<file path="src/rtl/uart_tx_cfg.sv">
// uart_tx_cfg: FIFO-fed UART transmitter with compile-time frame format.
// Pops one word from the source FIFO per frame and serialises it as
// start bit, DATA_BITS data bits (LSB first), optional parity and stop bits.
// A word waiting at the end of the last stop bit is sent back-to-back.
module uart_tx_cfg #(
    parameter int CLKS_PER_BIT = 10,
    parameter int DATA_BITS    = 8,
    parameter int PARITY       = 0,
    parameter int STOP_BITS    = 1
) (
    input  logic                 clk,
    input  logic                 rst,
    input  logic                 empty,
    input  logic [DATA_BITS-1:0] data,
    output logic                 start,
    output logic                 uart,
    output logic                 busy
);

    localparam int CW = $clog2(CLKS_PER_BIT);
    localparam int IW = $clog2(DATA_BITS + 1);
    localparam logic [CW-1:0] CNT_LAST  = CW'(CLKS_PER_BIT - 1);
    localparam logic [IW-1:0] DATA_LAST = IW'(DATA_BITS - 1);
    localparam logic [IW-1:0] STOP_LAST = IW'(STOP_BITS - 1);

    typedef enum logic [2:0] {
        ST_IDLE   = 3'd0,
        ST_START  = 3'd1,
        ST_DATA   = 3'd2,
        ST_PARITY = 3'd3,
        ST_STOP   = 3'd4
    } state_t;

    // Parity bit for a data word: odd mode makes total ones odd, even mode even.
    function automatic logic parity_bit(input logic [DATA_BITS-1:0] d);
        logic p;
        case (PARITY)
            32'sd1:  p = ~(^d);
            32'sd2:  p = ^d;
            default: p = 1'b1;
        endcase
        return p;
    endfunction

    state_t               state_q, state_d;
    logic [CW-1:0]        cnt_q, cnt_d;
    logic [IW-1:0]        idx_q, idx_d;
    logic [DATA_BITS-1:0] frame_q, frame_d;
    logic                 par_q, par_d;
    logic                 uart_q, uart_d;
    logic                 busy_q, busy_d;
    logic                 rst_dly_q, rst_dly_d;
    logic                 bit_end_s;
    logic                 last_stop_s;
    logic                 start_s;

    // Pop decision: idle, or final cycle of final stop bit, never during or right after reset.
    always_comb begin
        bit_end_s   = (cnt_q == CNT_LAST);
        last_stop_s = (state_q == ST_STOP) && bit_end_s && (idx_q == STOP_LAST);
        start_s     = !empty && !rst && !rst_dly_q &&
                      ((state_q == ST_IDLE) || last_stop_s);
        rst_dly_d   = rst;
    end

    // Next-state logic for the frame sequencer, counters and frame shift register.
    always_comb begin
        state_d = state_q;
        cnt_d   = cnt_q;
        idx_d   = idx_q;
        frame_d = frame_q;
        par_d   = par_q;
        case (state_q)
            ST_IDLE: begin
                if (start_s) begin
                    state_d = ST_START;
                    cnt_d   = '0;
                    idx_d   = '0;
                    frame_d = data;
                    par_d   = parity_bit(data);
                end else begin
                    state_d = ST_IDLE;
                end
            end
            ST_START: begin
                if (bit_end_s) begin
                    state_d = ST_DATA;
                    cnt_d   = '0;
                    idx_d   = '0;
                end else begin
                    cnt_d = cnt_q + 1'b1;
                end
            end
            ST_DATA: begin
                if (bit_end_s) begin
                    cnt_d = '0;
                    if (idx_q == DATA_LAST) begin
                        idx_d   = '0;
                        state_d = (PARITY != 32'sd0) ? ST_PARITY : ST_STOP;
                    end else begin
                        idx_d   = idx_q + 1'b1;
                        frame_d = {1'b1, frame_q[DATA_BITS-1:1]};
                    end
                end else begin
                    cnt_d = cnt_q + 1'b1;
                end
            end
            ST_PARITY: begin
                if (bit_end_s) begin
                    state_d = ST_STOP;
                    cnt_d   = '0;
                    idx_d   = '0;
                end else begin
                    cnt_d = cnt_q + 1'b1;
                end
            end
            ST_STOP: begin
                if (bit_end_s) begin
                    cnt_d = '0;
                    if (idx_q == STOP_LAST) begin
                        idx_d = '0;
                        if (start_s) begin
                            state_d = ST_START;
                            frame_d = data;
                            par_d   = parity_bit(data);
                        end else begin
                            state_d = ST_IDLE;
                        end
                    end else begin
                        idx_d = idx_q + 1'b1;
                    end
                end else begin
                    cnt_d = cnt_q + 1'b1;
                end
            end
            default: begin
                state_d = ST_IDLE;
                cnt_d   = '0;
                idx_d   = '0;
            end
        endcase
    end

    // Line level and busy flag derived from the next state so both come out of flops.
    always_comb begin
        case (state_d)
            ST_START:  uart_d = 1'b0;
            ST_DATA:   uart_d = frame_d[0];
            ST_PARITY: uart_d = par_d;
            default:   uart_d = 1'b1;
        endcase
        busy_d = (state_d != ST_IDLE);
    end

    // State and datapath registers with synchronous reset to an idle, line-high state.
    always_ff @(posedge clk) begin
        if (rst) begin
            state_q   <= ST_IDLE;
            cnt_q     <= '0;
            idx_q     <= '0;
            frame_q   <= '1;
            par_q     <= 1'b1;
            uart_q    <= 1'b1;
            busy_q    <= 1'b0;
            rst_dly_q <= 1'b1;
        end else begin
            state_q   <= state_d;
            cnt_q     <= cnt_d;
            idx_q     <= idx_d;
            frame_q   <= frame_d;
            par_q     <= par_d;
            uart_q    <= uart_d;
            busy_q    <= busy_d;
            rst_dly_q <= rst_dly_d;
        end
    end

    assign start = start_s;
    assign uart  = uart_q;
    assign busy  = busy_q;

endmodule

</file>
<file path="config.mk">
export PLATFORM = sky130hd
export DESIGN_NAME = uart_tx_cfg
export DESIGN_NICKNAME = d
export VERILOG_FILES = /design/src/rtl/uart_tx_cfg.sv
export SDC_FILE = /design/constraint.sdc
export NUM_CORES = 1
export LEC_CHECK = 0
export CAP_MARGIN = 20
export CORE_MARGIN = 5
export CORE_UTILIZATION = 32
export CTS_BUF_LIST = sky130_fd_sc_hd__clkbuf_16
export CTS_CLUSTER_DIAMETER = 80
export DETAILED_ROUTE_END_ITERATION = 6
export PLACE_DENSITY = 0.62
export SLEW_MARGIN = 5
export SYNTH_ARGS = -nofsm -noshare
export SYNTH_HDL_FRONTEND = slang
export SYNTH_SLANG_ARGS = --single-unit
export TNS_END_PERCENT = 50
</file>
<file path="constraint.sdc">
create_clock -name clk -period 1.94 [get_ports clk]
set_input_delay 0.194 -clock clk [delete_from_list [all_inputs] [get_ports clk]]
set_output_delay 0.194 -clock clk [all_outputs]
set_load 0.01 [all_outputs]
</file>
### Word-level counts from Yosys, hierarchy flattened

Cells that the tools add are included.

* register bits: 23
* output and inout bits: 3
* input bits: 11
* word-level logic and storage cells: 72

* mux-type cells: 29
* eq/ne operators: 15
* reduce and logical (&&, ||, !) cells: 17
* add/sub/neg operators: 2

Operators with widths (count)
* $mux 8: 5
* $mux 4: 7
* $pmux 8 s3: 1
* $mux 3: 6
* $pmux 4 s4: 1
* $pmux 3 s5: 1
* $eq 3x2->1 const B: 4
* $add 4x1->4 const B: 2
* $ne 2x2->1 const B: 4
* $pmux 4 s2: 1
* $eq 3x1->1 const B: 2
* $reduce_bool 3->1: 2
* $logic_and 1x1->1: 5
* $mux 1: 5
* $reduce_and 5->1: 1
* $eq 4x3->1 const B: 1
* $eq 4x4->1 const B: 1
* $logic_not 4->1: 1
* $ne 2x1->1 const B: 2
* $reduce_and 4->1: 1
* $reduce_or 4->1: 1
* $eq 3x3->1 const B: 1
* $logic_not 1->1: 3
* $logic_not 3->1: 1
* other kinds (4): 4

### Depth between registers and ports, before layout

* depth in word-level cells: 11
* depth in mapped cells: 8
* depth with buffers taken out: 7

### Least setup slack after synthesis

No wires, ideal clock.

* path type: register to register
* start point: reg idx_q[0]
* end point: reg uart_q, in the netlist uart
* cell stages (with the launch flop): 7
* path buffers: 0
* required time: 1818 ps
* period minus slack after synthesis: 2020 ps
* data arrival time: 1898 ps
* slack: -80 ps
* setup time: 122 ps
* path through: dfxtp_1 -> ha_1 -> and3b_4 -> or2_4 -> a311oi_4 -> or4b_1 -> o32a_1

* cells in the longest elaborated chain, start to end: 10
* elaborated cells on any way between the ends: 25
* classes of those cells: eq/ne: 4; mux: 17; reduce/logical: 4

RTL lines
* from (decl): RTL line 47 `logic [IW-1:0] idx_q, idx_d;`
* from (signal assigned): RTL line 169 `idx_q <= idx_d;`
* $logic_not 4->1: RTL line 60, 120
* $logic_and 1x1->1: RTL line 60 `last_stop_s = (state_q == ST_STOP) && bit_end_s && (idx_q == STOP_LAST);`
* $logic_or 1x1->1: RTL line 62 `((state_q == ST_IDLE) || last_stop_s);`
* $logic_and 1x1->1: RTL line 61 `start_s = !empty && !rst && !rst_dly_q &&`
* $mux 1: RTL line 75, 122
* $mux 3: RTL line 120 `if (idx_q == STOP_LAST) begin`
* $mux 3: RTL line 118 `if (bit_end_s) begin`
* $pmux 3 s5: RTL line 73 `case (state_q)`
* $eq 3x2->1 or $eq 3x1->1 (tied branches): RTL line 146 `case (state_d)`
* $pmux 1 s3 *: RTL line 146
* to (signal assigned): RTL line 172 `uart_q <= uart_d;`
* to (decl): RTL line 50 `logic uart_q, uart_d;`

Mark *: on every way between the ends. The rest lies on a longest branch, timed or not. The select of a mux whose other input is x is not followed.
A chain may end at the register's enable or synchronous reset.

### Worst setup path after layout

Same ends and word-level chain as after synthesis.

==> metrics <==
Final Net Count 210; worst path required time 2.09 ns; number of port buffers 13; drt first pass iters 4; pin count of the biggest net entering global routing 28; final setup TNS -0.0371 ns; clk_lat worst skew 0.26 ns; mean routed wirelength per cell 13.3 µm; critical path fanouts, max 3; starting density of the core 33.6%; core area 4090 µm²; Worst Slack Setup Final -0.0371 ns; Fin. Hold Viols 0; placer congestion estimate 0.768; Primary FF master, synth dfxtp_1; Tmin final 1.98 ns; first-pass GRT wire length 5360 µm; outcome finished, violations left; syn nets 175; Inserted Clock Buffers 3; fin area 1830 µm²; Tot Pwr 1.09 mW; reg-to-reg endpoint uart; leakage 0.658 nW; cts hold-fix bufs 0; PD cells 595 nW/µm²; critical path class reg -> reg; 1st-iter DRT viols 70; Rel. slew slack 66.4%; FF-to-FF Start idx_q[0]; area grow syn2layout 33.0%; I/O Pins 14; CTS Sinks 23; max_cap viols 0; Post-Route WL 3240 µm; Worst Hold Path EP par_q; flop-to-flop setup slack -0.04 ns; crit start category register; Worst setup EP type register; Chip Width 75.5 µm; post-synthesis sequential area ratio 33.5%; antenna violations before repair 0; maximum clock rate 0.506 GHz; Post-synth EDFFs 0; die area 5700 µm²; Total GRT Usage 12.2%; Syn Inst Count 160; DP Area 1680 µm²; Hold Path Depth 1; clk root buf clkbuf_16; peak supply drop 0.000371 V; worst hold path startpoint par_q; Final Max Tran Viols 0; Antenna diodes 0; most frequent cells in the layout buf_4 (23), dfxtp_1 (21), nor2_1 (17), a21oi_1 (16), clkdlybuf4s50_1 (12); asr flop ratio synth 0%; Fillers 436; post-route ant nets 0; worst min-delay path category reg -> reg; Post-DP HPWL 2290 µm; via count 1271; Remaining DRCs 0; Worst EP arrival 2.13 ns; Worst Skew 0.00674 ns; Netlist cell types 50; Synth Warn # 0; worst slew pin tran 0.500 ns; most common cell after layout, fill and taps aside buf_4; failing checks setup timing; count of final setup violators 1; post-route clock period utilization 102%; number of global-route vias before repair 1181; Core Rows 23; CTS tree yes; Post-Syn Area per Cell 8.58 µm²; Vias/cell 5.21; Synth Cell Area 1370 µm²; Die Ht 75.5 µm; Clock Tree Buf Depth 2; RSZ-0062 raised after global routing yes; H-Tree Depth 1; layout cell share with drive strength beyond 1 24.7%; grt total ovfl 0; hold slack final 0.451 ns; worst-case reg-to-reg path depth 7; Synth Register Bits 23; Worst-path clk slew 0.06 ns
==> timing repair <==
| action | in CTS | in global routing |
|---|---|---|
| endpoints found under the setup margin | 10 | 14 |
| buffers inserted | 1 | 0 |
| pin swaps | 0 | 2 |
| gates resized for setup | 10 | 5 |
==> through the flow <==
step                setup slack [ns]  utilization [%]  instances
floorplan                     0.0242                -        160
global placement              -0.153             41.2        239
detailed placement            -0.180             41.2        239
CTS                          -0.0689             44.3        244
global route                  -0.108             44.7        244
finish                       -0.0371             44.7        244
==> synthesized netlist by cell type, drive strengths merged (3+ instances only) <==
master | n | area (µm²)
inv | 3 | 11.3
o2bb2a | 6 | 60.1
o21ai | 8 | 40.0
a21oi | 17 | 88.8
ha | 4 | 50.1
clkbuf | 3 | 15.0
buf | 5 | 43.8
dfxtp | 23 | 460
or3 | 4 | 25.0
nand2b | 4 | 25.0
o211ai | 6 | 45.0
nand3 | 6 | 30.0
nand3b | 4 | 30.0
nand2 | 11 | 41.3
nor2 | 18 | 70.1
nor3 | 6 | 41.3
==> registers in the layout, summed over array words and instances (netlist names) <==
name	flops
par_q	1
cnt_q	4
idx_q	4
rst_dly_q	1
state_q	3
frame_q	8
busy	1
uart	1
==> layer usage <==
metal / up-vias / wire length [µm] / global-route usage (%)
met2: 9 / 1650 / 20.8
li1: 659 / - / -
met3: 2 / 56 / 3.69
met5: - / 0 / 0
met1: 601 / 1520 / 14.8
met4: 0 / 12 / 3.50
==> kinds of logic after synthesis <==
group           share of synthesized area, %
buf+inv                                 6.02
xor+xnor                                1.28
flops                                   33.5
simple gates                            29.4
compound gates                          26.2
fa+ha+maj                               3.65
==> how the worst max path moves through the flow <==
stage                     startpoint     to  cells after the start
after floorplan             idx_q[0]   uart                      8
after global placement      idx_q[0]  start                      6
after detailed placement    idx_q[0]  start                      6
after CTS                   idx_q[0]   uart                      8
after global routing        idx_q[1]   uart                      7
final                       idx_q[0]   uart                      7
==> cell type report <==
cell class	count	area [µm²]	area share (%)
clock buffers	3	75.1	4.11
clock inverters	1	7.51	0.411
multi-input cells	125	875	47.9
repair buffers	39	332	18.2
flip-flops and latches	23	463	25.4
inverters	3	11.3	0.617
well taps	50	62.6	3.43
==> power by group <==
| group | internal (mW) | switching [mW] |
|---|---|---|
| Sequential | 0.491 | 0.0121 |
| Clock | 0.279 | 0.175 |
| Combinational | 0.0710 | 0.0578 |
| Total | 0.842 | 0.245 |
==> worst max-delay path: stages (launching register included) <==
cell,delay [ns]
dfxtp_2,0.32
buf_6,0.12
ha_4,0.15
and3b_4,0.18
or2_4,0.25
a311oi_4,0.23
or4b_1,0.46
o32a_1,0.16
Power figures use the tool's default switching activity.
